File: config.mk
export PLATFORM = sky130hd
export DESIGN_NAME = alarm_bank
export DESIGN_NICKNAME = d
export VERILOG_FILES = /design/src/rtl/alarm_bank.sv
export SDC_FILE = /design/constraint.sdc
export NUM_CORES = 1
export LEC_CHECK = 0
export CAP_MARGIN = 20
export CORE_MARGIN = 1.5
export CORE_UTILIZATION = 45
export DETAILED_ROUTE_END_ITERATION = 10
export GPL_TIMING_DRIVEN = 0
export PLACE_DENSITY_LB_ADDON = 0.2
export SLEW_MARGIN = 25
export SYNTH_ARGS = -nofsm -noshare
export SYNTH_HDL_FRONTEND = slang
export SYNTH_SLANG_ARGS = --single-unit
export TNS_END_PERCENT = 1
File: constraint.sdc
create_clock -name clk -period 6.8 [get_ports clk]
set_clock_uncertainty 0.15 [all_clocks]
set_input_delay 1.36 -clock clk [delete_from_list [all_inputs] [get_ports clk]]
set_output_delay 1.36 -clock clk [all_outputs]
set_load 0.02 [all_outputs]
File: src/rtl/alarm_bank.sv
`default_nettype none
// ============================================================================
// Module   : alarm_bank
// Purpose  : Multi-slot HH:MM alarm with per-slot arm, timed ringing and
//            snooze with a repeat limit, compared against live BCD clock digits.
// Revision : 1.0  initial release
// ============================================================================
module alarm_bank #(
  parameter int N_ALARMS    = 4,
  parameter int IDX_W       = 2,
  parameter int RING_CYCLES = 60,
  parameter int SNOOZE_MIN  = 5,
  parameter int MAX_SNOOZE  = 3
) (
  input  logic                clk,
  input  logic                reset,
  input  logic [3:0]          curMin0,
  input  logic [3:0]          curMin1,
  input  logic [3:0]          curHour0,
  input  logic [3:0]          curHour1,
  input  logic                set,
  input  logic                clr,
  input  logic [IDX_W-1:0]    set_idx,
  input  logic                snooze,
  input  logic                dismiss,
  output logic                alarm,
  output logic [N_ALARMS-1:0] ring_vec,
  output logic [N_ALARMS-1:0] armed_vec
);

  typedef enum logic [1:0] {
    S_IDLE   = 2'd0,
    S_RING   = 2'd1,
    S_SNOOZE = 2'd2
  } state_t;

  localparam logic [7:0] c_ring_last = 8'(RING_CYCLES - 1);
  localparam logic [3:0] c_snz_min   = 4'(SNOOZE_MIN);
  localparam logic [2:0] c_max_snz   = 3'(MAX_SNOOZE);

  logic [15:0]         w_cur_time;
  logic [15:0]         r_prev_time;
  logic                w_min_tick;
  logic [N_ALARMS-1:0] w_ring_nx;
  logic                r_alarm;

  assign w_cur_time = {curHour1, curHour0, curMin1, curMin0};
  // Any change of the displayed time counts as a minute tick.
  assign w_min_tick = (w_cur_time != r_prev_time);

  always_ff @(posedge clk or posedge reset) begin
    if (reset) begin
      r_prev_time <= 16'h0000;
      r_alarm     <= 1'b0;
    end else begin
      r_prev_time <= w_cur_time;
      r_alarm     <= |w_ring_nx;
    end
  end

  assign alarm = r_alarm;

  generate
    for (genvar gi = 0; gi < N_ALARMS; gi++) begin : g_slot
      state_t      r_state, w_state_nx;
      logic [15:0] r_time, w_time_nx;
      logic        r_armed, w_armed_nx;
      logic        r_ring;
      logic [7:0]  r_ring_cnt, w_ring_cnt_nx;
      logic [2:0]  r_snz_used, w_snz_used_nx;
      logic [3:0]  r_snz_cnt, w_snz_cnt_nx;
      logic        w_sel;

      assign w_sel         = (set_idx == IDX_W'(gi));
      assign w_ring_nx[gi] = (w_state_nx == S_RING);
      assign ring_vec[gi]  = r_ring;
      assign armed_vec[gi] = r_armed;

      always_ff @(posedge clk or posedge reset) begin
        if (reset) begin
          r_state    <= S_IDLE;
          r_time     <= 16'h0000;
          r_armed    <= 1'b0;
          r_ring     <= 1'b0;
          r_ring_cnt <= 8'd0;
          r_snz_used <= 3'd0;
          r_snz_cnt  <= 4'd0;
        end else begin
          r_state    <= w_state_nx;
          r_time     <= w_time_nx;
          r_armed    <= w_armed_nx;
          r_ring     <= w_ring_nx[gi];
          r_ring_cnt <= w_ring_cnt_nx;
          r_snz_used <= w_snz_used_nx;
          r_snz_cnt  <= w_snz_cnt_nx;
        end
      end

      always_comb begin
        w_state_nx    = r_state;
        w_time_nx     = r_time;
        w_armed_nx    = r_armed;
        w_ring_cnt_nx = r_ring_cnt;
        w_snz_used_nx = r_snz_used;
        w_snz_cnt_nx  = r_snz_cnt;
        if (set && w_sel) begin
          w_time_nx  = w_cur_time;
          w_armed_nx = 1'b1;
          w_state_nx = S_IDLE;
        end else if (clr && w_sel) begin
          w_armed_nx = 1'b0;
          w_state_nx = S_IDLE;
        end else begin
          case (r_state)
            S_IDLE: begin
              if (!dismiss && w_min_tick && r_armed && (r_time == w_cur_time)) begin
                w_state_nx    = S_RING;
                w_ring_cnt_nx = 8'd0;
                w_snz_used_nx = 3'd0;
              end
            end
            S_RING: begin
              if (dismiss) begin
                w_state_nx = S_IDLE;
              end else if (snooze) begin
                // Exhausted snooze budget turns a snooze press into a dismiss.
                if (r_snz_used == c_max_snz) begin
                  w_state_nx = S_IDLE;
                end else begin
                  w_state_nx    = S_SNOOZE;
                  w_snz_used_nx = r_snz_used + 3'd1;
                  w_snz_cnt_nx  = c_snz_min;
                end
              end else if (r_ring_cnt == c_ring_last) begin
                w_state_nx = S_IDLE;
              end else begin
                w_ring_cnt_nx = r_ring_cnt + 8'd1;
              end
            end
            S_SNOOZE: begin
              if (dismiss) begin
                w_state_nx = S_IDLE;
              end else if (w_min_tick) begin
                if (r_snz_cnt == 4'd1) begin
                  w_state_nx    = S_RING;
                  w_ring_cnt_nx = 8'd0;
                end else begin
                  w_snz_cnt_nx = r_snz_cnt - 4'd1;
                end
              end
            end
            default: w_state_nx = S_IDLE;
          endcase
        end
      end
    end
  endgenerate

endmodule
`default_nettype wire
# Word-level counts from Yosys, hierarchy flattened

Index checks and enable logic that the tools add are counted.
Widths: inputs -> output; s select.

Word-level logic and storage cells: 306
Input bits: 24
Register bits: 157
Output and inout port bits: 9

Bitwise gates (word level): 8
Eq/ne operators: 72
Multiplexer cells: 132
Add/sub/neg operators: 12
Reductions and logical operators: 52

Operator list:

| cell                | number |
|---|---|
| $mux 8              | 28 |
| $mux 4              | 24 |
| $pmux 8 s3          | 4 |
| $mux 2              | 40 |
| $ne 2x2->1 const B  | 40 |
| $eq 16x16->1        | 4 |
| $mux 3              | 16 |
| $reduce_and 10->1   | 4 |
| $reduce_and 9->1    | 4 |
| $add 8x1->8 const B | 4 |
| $eq 8x6->1 const B  | 4 |
| $pmux 4 s2          | 4 |
| $reduce_and 7->1    | 4 |
| $pmux 2 s3          | 4 |
| $pmux 3 s2          | 4 |
| $reduce_bool 2->1   | 12 |
| $eq 2x1->1 const B  | 9 |
| $logic_and 1x1->1   | 17 |
| $eq 4x1->1 const B  | 4 |
| $ne 16x16->1        | 1 |
| $sub 4x1->4 const B | 4 |
| $add 3x1->3 const B | 4 |
| $eq 2x2->1 const B  | 6 |
| $eq 3x2->1 const B  | 4 |
| 6 further kinds     | 27 |

# Depth between registers and ports, before layout

Gate-level depths: netlist (run 1).

Depth in word-level cells: 10
Gate-level depth with buffers: 10
Mapped depth without buffers: 9

# Worst setup path before layout (run 1)

No wires, ideal clock.

Path type: input-to-reg
Start point: input port curMin1[1]
End point: register r_alarm, in the netlist alarm
Buffers on the path: 2
Setup time: 139 ps
Slack: 3265 ps
Cell stages on the path: 9
Data arrival time: 3246 ps
Data required time: 6511 ps
Cells stage by stage: buf_6 > xnor2_4 > nand4_4 > o41a_4 > o21ai_2 > or2_1 > buf_6 > inv_4 > or4_1

Cells in the longest elaborated chain, start to end: 10
Elaborated cells on any way between the ends: 43
Those cells by class: eq/ne (9); mux (24); reduce/logical (10)

RTL lines:

| what                           | RTL line | text |
|---|---|---|
| start, declared                | 18       | `input logic [3:0] curMin1,` |
| $ne 16x16->1                   | 49       | `assign w_min_tick = (w_cur_time != r_prev_time);` |
| $logic_and 1x1->1 (3 in a row) | 116      | `if (!dismiss && w_min_tick && r_armed && (r_time == w_cur_time)) begin` |
| $mux 2                         | 116      |  |
| $pmux 2 s3 *                   | 114      | `case (r_state)` |
| $mux 2 *                       | 110      | `end else if (clr && w_sel) begin` |
| $mux 2 *                       | 106      | `if (set && w_sel) begin` |
| net g_slot[1].w_state_nx[0]    | 65       | `state_t r_state, w_state_nx;` |
| $eq 2x1->1 *                   | 75       | `assign w_ring_nx[gi] = (w_state_nx == S_RING);` |
| $reduce_or 4->1 *              | 57       | `r_alarm <= \|w_ring_nx;` |
| end signal, assigned           | 57       |  |
| end, declared                  | 45       | `logic r_alarm;` |

The timed path passes the listed nets; every way through them passes the cells marked *.
A chain may end at the register's enable or synchronous reset.

# Worst setup path in the final report (run 1)

Start point: input port curHour1[1]
End point: register g_slot[0].r_ring_cnt[6]

Cells in the longest elaborated chain, start to end: 6
Elaborated cells on any way between the ends: 8
Those cells by class: eq/ne (4); reduce/logical (4)

RTL lines:

| what                                 | RTL line | text |
|---|---|---|
| start, declared                      | 20       | `input logic [3:0] curHour1,` |
| $ne 16x16->1                         | 49       |  |
| $logic_and 1x1->1 (3 in a row)       | 116      |  |
| $ne 2x2->1 (no source line)          | n/a      |  |
| $reduce_and 10->1 (no source line) * | n/a      |  |
| end signal, assigned                 | 93       | `r_ring_cnt <= w_ring_cnt_nx;` |
| end, declared                        | 69       | `logic [7:0] r_ring_cnt, w_ring_cnt_nx;` |

Every way passes the cells marked *; elsewhere a longest branch is shown, timed or not.

==> metrics.md, run 1 <==
| Metric | Value |
|---|---|
| Status | `complete, but fails checks` |
| Failing checks | `DRC` |
| Post-synth top cells | `157 x dfrtp_1, 72 x mux2_2, 51 x xnor2_1` |
| Sink Count | `157` |
| Initial Util | `46.30%` |
| Initial DRC Count | `409` |
| Fin nets | `856` |
| Core Util, Final | `52.79%` |
| Layout area overhead | `14.03%` |
| Post-CTS Setup Bufs | `0` |
| DRC errors left | `2` |
| Routed wire per std cell | `17.47 um` |
| Total wire length | `18.41 mm` |
| Clk Latency, worst-skew pair | `420 ps` |
| Post-synth top area cell | `dfrtp_1` |
| #FFs+latches synth | `157` |
| Startpoint type of the worst setup path | `input port` |
| First-pass GRT wire length | `30.79 mm` |
| RSZ-0062 raised after global routing | `no` |
| Ys async rst share | `100.0%` |
| Reg power frac | `45.2%` |
| Num rows | `49` |
| Fraction of layout cells with a size suffix above 1 | `19.52%` |
| Gate power share | `21.3%` |
| Sw Share | `29.33%` |
| Hold path start | `g_slot[1].r_snz_used[2]` |
| CP max-delay cell | `nor4_2` |
| Crit path max fanout | `9` |
| Mux cell area share after synthesis | `10.60%` |
| Post-synth top area share | `46.76%` |
| Most frequent cell after synthesis | `dfrtp_1` |
| Worst path max stage delay | `770 ps` |
| Die ar. | `19500 um2` |
| Post-Synth Adder-Cell Area | `2.978%` |
| Distinct cells, synth | `70` |
| Port Buffers | `30` |
| Final Hold Vio Count | `0` |
| Worst Path Arrival | `4470 ps` |
| Main combinational cell family by area after synthesis | `simple AND/OR/NAND/NOR gates` |
| CP Data Required Time | `7010 ps` |
| Final Cycle Share | `62.76%` |
| Worst Setup End Kind | `register` |
| Syn avg cell area | `11.03 um2` |
| Root Driver | `clkbuf_16` |
| Total congestion overflow | `0` |
| Fin. max-slew vios | `0` |
| Clock slew at reported path FFs | `60 ps` |
| Yosys warns | `0` |
| Inserted Clock Buffers | `17` |
| # diodes | `0` |
| Tmin final | `4268 ps` |
| Cells after Synth | `762` |
| Setup Crit Path Kind | `in2reg` |
| PD cells | `277.6 nW/um2` |
| Kind of cell adding the most delay to the critical path | `compound AO/OA/AOI/OAI gates` |
| Internal power | `1.880 mW` |
| Post-synthesis net count | `806` |
| Mapped cell area | `8402 um2` |
| Post-cts sizing count | `0` |
| Hold Crit Class | `reg2reg` |
| Simple-gate share of the synthesized area | `14.12%` |
| Final setup fails | `0` |
| # fillers | `1584` |
| Hpwl dp | `13.00 mm` |
| Total chip power | `2.660 mW` |
| RD Place Congestion | `0.8637` |
| CTS Buffer Depth | `2` |
| Worst-Margin Slew | `919.4 ps` |
| Post-synth top flop | `dfrtp_1` |
| CP Cell Sequence | `clkdlybuf4s50_1 -> buf_2 -> xnor2_1 -> nand4_1 -> nor4_2 -> o21ai_0 -> o21ai_1 -> a22o_1` |
| Complex-gate fraction of the synthesized area | `11.26%` |
| Register area share after synthesis | `46.76%` |
| Initial antenna violation count | `0` |
| Vias | `5897` |
| Max Cap Violations | `0` |
| Number of I/O pins | `33` |
| Sw Pwr | `780.2 uW` |
| Routed Antenna Nets | `0` |
| DR pass1 iterations | `7` |
| Worst slew margin | `38.20%` |
| Worst flop-to-flop path startpoint | `r_prev_time[14]` |
| XOR/XNOR Fraction of Synth Area | `9.590%` |
| # H-tree levels | `4` |
| Crit path launch | `curHour1[1]` |
| Ranking of synthesized cells by area | `dfrtp_1 47%, mux2_2 9.7%, xnor2_1 5.3%, ha_1 3.0%, xor2_1 2.2%` |
| Maximum vdd drop | `0.0001687 V` |
| Hold Buf Count CTS | `0` |
| Vias in the first global route | `6013` |
| Part of the power in the clock network | `33.5%` |
| Total track usage | `20.08%` |
| Die X-Extent | `139.6 um` |
| Die Span Y | `139.6 um` |
| Number of flops mapped to enable cells by yosys | `0` |
| Vias per cell | `5.595` |
| Core area | `18150 um2` |
| Lkg Pwr | `4.039 nW` |
| Largest net degree at the start of global routing | `90` |
| Highest Clock Rate | `234.3 MHz` |
| Critical path buffers and inverters | `2` |
| CTS tree | `yes` |
## final timing paths
check	end	slack, ps	cells after the start
worst min-delay path	g_slot[1].r_snz_used[2]	360	1
min in group asynchronous	g_slot[1].r_ring_cnt[4]	1240	2
max in group asynchronous	g_slot[0].r_snz_cnt[0]	4440	3
worst max register to register	g_slot[0].r_ring_cnt[6]	3810	6
worst max-delay path	g_slot[0].r_ring_cnt[6]	2530	8
worst min register to register	g_slot[1].r_snz_used[2]	360	1
## through the flow
stage / setup slack [ps] / hold slack [ps] / setup TNS, ps / instances / area, um2
after floorplan: 1055 / 303.9 / 0 / 762 / 8402
after global placement: -1068 / 327.9 / -165560 / 1021 / 8989
after detailed placement: 2109 / 342.1 / 0 / 1022 / 9024
after CTS: 2563 / 355.6 / 0 / 1054 / 9569
after global routing: 2358 / 363.6 / 0 / 1054 / 9580
final: 2532 / 356.0 / 0 / 1054 / 9580
## cell type report
| type | count | area, um2 | share of cell area [%] |
|---|---|---|---|
| Inverter | 30 | 122.6 | 1.280 |
| Buffer | 41 | 279.0 | 2.912 |
| Clock inverter | 10 | 91.34 | 0.9534 |
| Sequential cell | 157 | 3929 | 41.01 |
| Clock buffer | 22 | 454.2 | 4.741 |
| Timing Repair Buffer | 31 | 327.8 | 3.422 |
| Tap cell | 229 | 286.5 | 2.991 |
| Multi-Input combinational cell | 534 | 4090 | 42.69 |
## sequential cells by signal, indices dropped and copies added, names as in the netlist
name	flops
g_slot.r_ring_cnt	32
r_prev_time	16
g_slot.r_time	64
g_slot.r_state	8
alarm	1
g_slot.r_ring	4
g_slot.r_snz_cnt	16
g_slot.r_armed	4
g_slot.r_snz_used	12
## power by group through the flow
stage	Combinational, mW	Sequential [mW]	Clock [mW]
after global routing	0.630	1.22	0.961
after CTS	0.571	1.20	0.913
after detailed placement	0.569	1.21	0
after floorplan	0.437	1.19	0
final	0.566	1.20	0.892
after global placement	0.542	1.20	0
## placed cells by master, fill, tap and decap left out, types with 9 or more instances in the layout
master / synthesis / routed
nor2b_1: 10 / 10
nand4_1: 11 / 11
nor4_1: 11 / 10
a21oi_1: 21 / 21
nand2_1: 48 / 48
mux2_2: 72 / 72
buf_4: 10 / 10
nand3_1: 25 / 25
buf_6: 11 / 11
inv_1: 29 / 28
nor2_1: 39 / 39
a22o_1: 15 / 15
nand2b_1: 14 / 14
ha_1: 20 / 20
and3_1: 10 / 10
clkbuf_16: 0 / 17
xnor2_1: 51 / 51
dfrtp_1: 157 / 157
clkdlybuf4s50_1: 0 / 30
or3_1: 9 / 9
nor3_1: 16 / 16
clkbuf_1: 15 / 19
xor2_1: 21 / 21
o21ai_0: 33 / 33
## cells by family after synthesis
family / count (synthesis)
and+or+nand+nor: 222
muxes: 80
adders and majority gates: 20
buffers and inverters: 71
AOI/OAI and AO/OA: 132
xor gates and xnor gates: 80
DFF: 157
## per-layer routing
layer / share of wire, % / wire length (um) / GRT usage [%] / vias to the layer above
met5: 0 / 0 / 0 / -
met4: 0.75 / 139 / 5.928 / 0
met3: 3.5 / 636 / 4.095 / 9
met2: 50 / 9238 / 34.17 / 101
met1: 46 / 8398 / 25.90 / 2966
li1: - / - / - / 2821
Power figures use the tool's default switching activity.
==> run 2, diff against run 1 <==
==> constraint.sdc (replaced) <==
create_clock -name clk -period 3.7 [get_ports clk]
set_clock_uncertainty 0.15 [all_clocks]
set_input_delay 0.74 -clock clk [delete_from_list [all_inputs] [get_ports clk]]
set_output_delay 0.74 -clock clk [all_outputs]
set_load 0.02 [all_outputs]
==> metrics.md, run 2 (synthesis gave the netlist of run 1 again) <==
| Metric | Value |
|---|---|
| Clock slew at reported path FFs | `60 ps (about the same)` |
| Tmin final | `3521 ps` |
| Largest net degree at the start of global routing | `33 (was 90)` |
| Root Driver | `clkbuf_16 (unchanged)` |
| Sink Count | `157 (unchanged)` |
| Routed Antenna Nets | `0 (unchanged)` |
| Post-CTS Setup Bufs | `0 (unchanged)` |
| Die Span Y | `139.6 um (unchanged)` |
| DR pass1 iterations | `8 (was 7)` |
| Max Cap Violations | `0 (unchanged)` |
| Total chip power | `5.144 mW (was 2.660 mW)` |
| Die ar. | `19500 um2 (unchanged)` |
| PD cells | `524.7 nW/um2 (was 277.6 nW/um2)` |
| Finished Layout Cells | `1059 (was 1054)` |
| RSZ-0062 raised after global routing | `no (unchanged)` |
| Post-cts sizing count | `0 (unchanged)` |
| Initial Util | `46.30% (unchanged)` |
| Worst Path Arrival | `3650 ps (was 4470 ps)` |
| Lkg Pwr | `4.160 nW (was 4.039 nW)` |
| Worst Setup End Kind | `register (unchanged)` |
| DRC errors left | `4 (was 2)` |
| Highest Clock Rate | `284.0 MHz` |
| Final setup fails | `0 (unchanged)` |
| # fillers | `1543 (was 1584)` |
| Routed wire per std cell | `17.07 um (was 17.47 um)` |
| Hold Crit Class | `reg2reg (unchanged)` |
| Worst setup margin | `179.1 ps (was 2532 ps)` |
| Min-Delay Path Depth | `1 (unchanged)` |
| Status | `complete, but fails checks (unchanged)` |
| Hpwl dp | `13.31 mm (was 13.00 mm)` |
| Final Hold Vio Count | `0 (unchanged)` |
| Inserted Clock Buffers | `17 (unchanged)` |
| Vias | `5905 (was 5897)` |
| Initial DRC Count | `392 (was 409)` |
| Top reg by flops | `g_slot.r_time (unchanged)` |
| Core area | `18150 um2 (unchanged)` |
| RD Place Congestion | `0.8942 (was 0.8637)` |
| Initial antenna violation count | `0 (unchanged)` |
| Total track usage | `19.85% (was 20.08%)` |
| Fraction of layout cells with a size suffix above 1 | `20.48% (was 19.52%)` |
| Layout area overhead | `16.69% (was 14.03%)` |
| Fin Hold WS | `359.5 ps (was 356.0 ps)` |
| Worst-Margin Slew | `826.7 ps (was 919.4 ps)` |
| Max FFs per register | `64 (unchanged)` |
| Port Buffers | `30 (unchanged)` |
| R2R depth | `6 (unchanged)` |
| Largest regs | `g_slot.r_time x64, g_slot.r_ring_cnt x32 (unchanged)` |
| Core Util, Final | `54.03% (was 52.79%)` |
| Worst slew margin | `44.79% (was 38.20%)` |
| CTS tree | `yes (unchanged)` |
| Clk Latency, worst-skew pair | `420 ps (about the same)` |
| Placed Cells | `1027 (was 1022)` |
| Fin. max-slew vios | `0 (unchanged)` |
| Number of I/O pins | `33 (unchanged)` |
| Vias in the first global route | `6003 (was 6013)` |
| Fin nets | `861 (was 856)` |
| # diodes | `0 (unchanged)` |
| Multi-input logic area | `4110 um2 (was 4090 um2)` |
| Pre-CTS setup slack | `-336.2 ps (was 2109 ps)` |
| Failing checks | `DRC (unchanged)` |
| Startpoint type of the worst setup path | `input port (unchanged)` |
| CTS Buffer Depth | `2 (unchanged)` |
| CP Data Required Time | `3830 ps (was 7010 ps)` |
| Hold Buf Count CTS | `0 (unchanged)` |
| Num rows | `49 (unchanged)` |
| Total wire length | `18.07 mm (was 18.41 mm)` |
| Maximum vdd drop | `0.0003050 V (was 0.0001687 V)` |
| Die X-Extent | `139.6 um (unchanged)` |
| Crit path max fanout | `10 (was 9)` |
| Setup Crit Path Kind | `in2reg (unchanged)` |
| FF/Latch Area | `3929 um2 (unchanged)` |
| Most frequent cells in the layout | `157 x dfrtp_1, 72 x mux2_2, 51 x xnor2_1 (unchanged)` |
| # H-tree levels | `4 (unchanged)` |
| First-pass GRT wire length | `30.48 mm (was 30.79 mm)` |
| Commonest non-fill, non-tap cell in the layout | `dfrtp_1 (unchanged)` |
| Total congestion overflow | `0 (unchanged)` |
| Final Cycle Share | `95.16%` |
| Vias per cell | `5.576 (was 5.595)` |
## run 2: critical path, stage by stage
cell	delay, ps
clkdlybuf4s50_1	470
buf_2	280
xnor2_1	160
nand4_1	300
o41a_4	550
a31oi_1	340
a211oi_2	210
or4_1	600
## run 2: per-stage QoR
step                      setup TNS (ps)  cell area, um2
after CTS                              0            9773
after global placement            -80750            8992
after floorplan                        0            8406
after detailed placement           -3924            9135
after global routing                   0            9804
final                                  0            9804
## run 2: worst paths after layout
check | start | end | slack, ps
min in group asynchronous | reset | r_prev_time[15] | 560
worst min-delay path | g_slot[2].r_ring_cnt[0] | g_slot[2].r_ring_cnt[0] | 360
worst max-delay path | curHour1[1] | alarm | 180
worst max register to register | r_prev_time[7] | alarm | 810
worst min register to register | g_slot[2].r_ring_cnt[0] | g_slot[2].r_ring_cnt[0] | 360
max in group asynchronous | reset | g_slot[1].r_ring_cnt[0] | 1940
## run 2: cell type report
type                            count  share of cell area (%)
Inverter                           30                   1.212
Buffer                             41                   2.846
Clock inverter                     13                   1.889
Tap cell                          229                   2.922
Sequential cell                   157                   40.07
Multi-Input combinational cell    534                   41.92
Timing Repair Buffer               36                   4.518
Clock buffer                       19                   4.620
## run 2: layer usage
layer	wire, um	global-route usage [%]
met1	8220	25.82
met2	8894	32.76
met3	673	4.508
met4	284	6.759
met5	0	0
## run 2: where the power goes
| group | leakage, nW | total (mW) | switching (mW) | internal (mW) |
|---|---|---|---|---|
| registers | 1.95 | 2.21 | 0.220 | 1.99 |
| clock network | 0.310 | 1.88 | 0.708 | 1.17 |
| logic | 1.90 | 1.06 | 0.521 | 0.539 |
==> run 3, diff against run 2 <==
--- a/config.mk
+++ b/config.mk
@@ -10,7 +10,9 @@
 export CORE_UTILIZATION = 45
 export DETAILED_ROUTE_END_ITERATION = 10
 export GPL_TIMING_DRIVEN = 0
+export HOLD_SLACK_MARGIN = 0.05
 export PLACE_DENSITY_LB_ADDON = 0.2
+export SKIP_LAST_GASP = 1
 export SLEW_MARGIN = 25
 export SYNTH_ARGS = -nofsm -noshare
 export SYNTH_HDL_FRONTEND = slang
==> metrics.md, run 3 (synthesis gave the netlist of run 1 again) <==
| Metric | Value |
|---|---|
| Worst reg-to-reg setup slack | `730 ps (was 810 ps)` |
| Kind of cell adding the most delay to the critical path | `compound AO/OA/AOI/OAI gates (unchanged)` |
| Top reg by flops | `g_slot.r_time (unchanged)` |
| Hold Buf Count CTS | `0 (unchanged)` |
| Number of I/O pins | `33 (unchanged)` |
| Highest Clock Rate | `277.0 MHz (was 284.0 MHz)` |
| CP max-delay cell | `o41ai_2 (was or4_1)` |
| Die X-Extent | `139.6 um (unchanged)` |
| # diodes | `0 (unchanged)` |
| Root Driver | `clkbuf_16 (unchanged)` |
| Finished Layout Cells | `1059 (unchanged)` |
| Hpwl dp | `13.31 mm (unchanged)` |
| CP Cell Sequence | `clkdlybuf4s50_1 -> buf_2 -> xnor2_1 -> nand4_1 -> o41ai_2 -> o31a_2 -> or2_1 -> buf_6 -> inv_4 -> or4_1 (was clkdlybuf4s50_1 -> buf_2 -> xnor2_1 -> nand4_1 -> o41a_4 -> a31oi_1 -> a211oi_2 -> or4_1)` |
| Setup Total Neg Slack | `0 ps (unchanged)` |
| Hold Crit Class | `reg2reg (unchanged)` |
| Total congestion overflow | `0 (unchanged)` |
| CTS tree | `yes (unchanged)` |
| Final setup fails | `0 (unchanged)` |
| Initial antenna violation count | `0 (unchanged)` |
| Num rows | `49 (unchanged)` |
| Sink Count | `157 (unchanged)` |
| Layout area overhead | `16.56% (was 16.69%)` |
| First-pass GRT wire length | `30.48 mm (unchanged)` |
| Setup Crit Path Kind | `in2reg (unchanged)` |
| Clock slew at reported path FFs | `60 ps (about the same)` |
| Failing checks | `DRC (unchanged)` |
| Commonest non-fill, non-tap cell in the layout | `dfrtp_1 (unchanged)` |
| Routed wire per std cell | `17.18 um (was 17.07 um)` |
| RSZ-0062 raised after global routing | `yes (was no)` |
| Vias in the first global route | `6003 (unchanged)` |
| Inserted Clock Buffers | `17 (unchanged)` |
| Fraction of layout cells with a size suffix above 1 | `20.48% (unchanged)` |
| Core area | `18150 um2 (unchanged)` |
| DRC errors left | `4 (unchanged)` |
| Worst Path Arrival | `3740 ps (was 3650 ps)` |
| Die ar. | `19500 um2 (unchanged)` |
| Worst slew margin | `44.70% (was 44.79%)` |
| Worst path max stage delay | `700 ps (was 600 ps)` |
| CTS Buffer Depth | `2 (unchanged)` |
| Clk Latency, worst-skew pair | `430 ps (was 420 ps)` |
| Tmin final | `3610 ps (was 3521 ps)` |
| Worst Setup End Kind | `register (unchanged)` |
| PD cells | `525.8 nW/um2 (was 524.7 nW/um2)` |
| Most frequent cells in the layout | `157 x dfrtp_1, 72 x mux2_2, 51 x xnor2_1 (unchanged)` |
| # H-tree levels | `4 (unchanged)` |
| Initial Util | `46.30% (unchanged)` |
| Die Span Y | `139.6 um (unchanged)` |
| Max FFs per register | `64 (unchanged)` |
| CP Data Required Time | `3830 ps (about the same)` |
| DR pass1 iterations | `7 (was 8)` |
| Pre-CTS setup slack | `-336.2 ps (unchanged)` |
| Largest regs | `g_slot.r_time x64, g_slot.r_ring_cnt x32 (unchanged)` |
| Fin Hold WS | `358.8 ps (was 359.5 ps)` |
| Routed Antenna Nets | `0 (unchanged)` |
| Max Cap Violations | `0 (unchanged)` |
| Worst setup margin | `90.36 ps (was 179.1 ps)` |
| Maximum vdd drop | `0.0003097 V (was 0.0003050 V)` |
| Status | `complete, but fails checks (unchanged)` |
| Critical path buffers and inverters | `4 (was 2)` |
| Lkg Pwr | `4.145 nW (was 4.160 nW)` |
| Initial DRC Count | `368 (was 392)` |
| Vias per cell | `5.594 (was 5.576)` |
| Final Cycle Share | `97.56% (was 95.16%)` |
| Vias | `5924 (was 5905)` |
| Worst-Margin Slew | `827.9 ps (was 826.7 ps)` |
| Crit path launch | `curHour1[1] (unchanged)` |
| Hold path start | `g_slot[2].r_ring_cnt[0] (unchanged)` |
| Final Hold Vio Count | `0 (unchanged)` |
| Placed Cells | `1027 (unchanged)` |
| Startpoint type of the worst setup path | `input port (unchanged)` |
| Worst flop-to-flop path startpoint | `r_prev_time[7] (unchanged)` |
| Total track usage | `19.85% (unchanged)` |
| Crit path max fanout | `9 (was 10)` |
| Fin. max-slew vios | `0 (unchanged)` |
| Placed cell areas | `9135 um2 (unchanged)` |
| Largest net degree at the start of global routing | `33 (unchanged)` |
| RD Place Congestion | `0.8942 (unchanged)` |
| Port Buffers | `30 (unchanged)` |
| Post-route cell area | `9793 um2 (was 9804 um2)` |
| Fin nets | `861 (unchanged)` |
| Total wire length | `18.20 mm (was 18.07 mm)` |
==> run 3: cell counts in the layout (fill, tap and decap cells not counted) <==
Identical to the previous run, type by type.
==> run 3: cell type report <==
class | instances | area (um2)
Sequential cell | 157 | 3929
Clock inverter | 13 | 185.2
Multi-Input combinational cell | 534 | 4099
Inverter | 30 | 118.9
Fill cell | 1543 | 8354
Timing Repair Buffer | 36 | 442.9
Tap cell | 229 | 286.5
Buffer | 41 | 279.0
Clock buffer | 19 | 452.9
==> run 3: power breakdown <==
part | total (mW) | switching, mW | internal [mW]
logic | 1.06 | 0.521 | 0.539
registers | 2.21 | 0.221 | 1.99
clock network | 1.88 | 0.713 | 1.17
==> run 3: layer usage <==
metal	vias to the layer above	global-route usage (%)	share of wire, %
li1	2822	-	-
met1	2978	25.82	46
met2	101	32.76	49
met3	23	4.508	3.1
met4	0	6.759	1.9
met5	-	0	0
==> run 3: stage by stage <==
step	util, %	total power, mW
floorplan	-	2.984
global placement	49.55	3.206
detailed placement	50.34	3.294
CTS	53.85	5.194
global route	53.96	5.418
finish	53.96	5.149
==> run 3: final timing paths <==
check	end	depth (start not counted)
worst max-delay path	alarm	10
worst min-delay path	g_slot[2].r_ring_cnt[0]	1
worst max register to register	alarm	8
worst min register to register	g_slot[2].r_ring_cnt[0]	1
max in group asynchronous	g_slot[1].r_snz_used[2]	5
min in group asynchronous	r_prev_time[15]	2
==> run 3: timing repair <==
item	CTS	global route
endpoints found under the setup margin	0	10
resized for setup	0	1
setup buffers	0	0
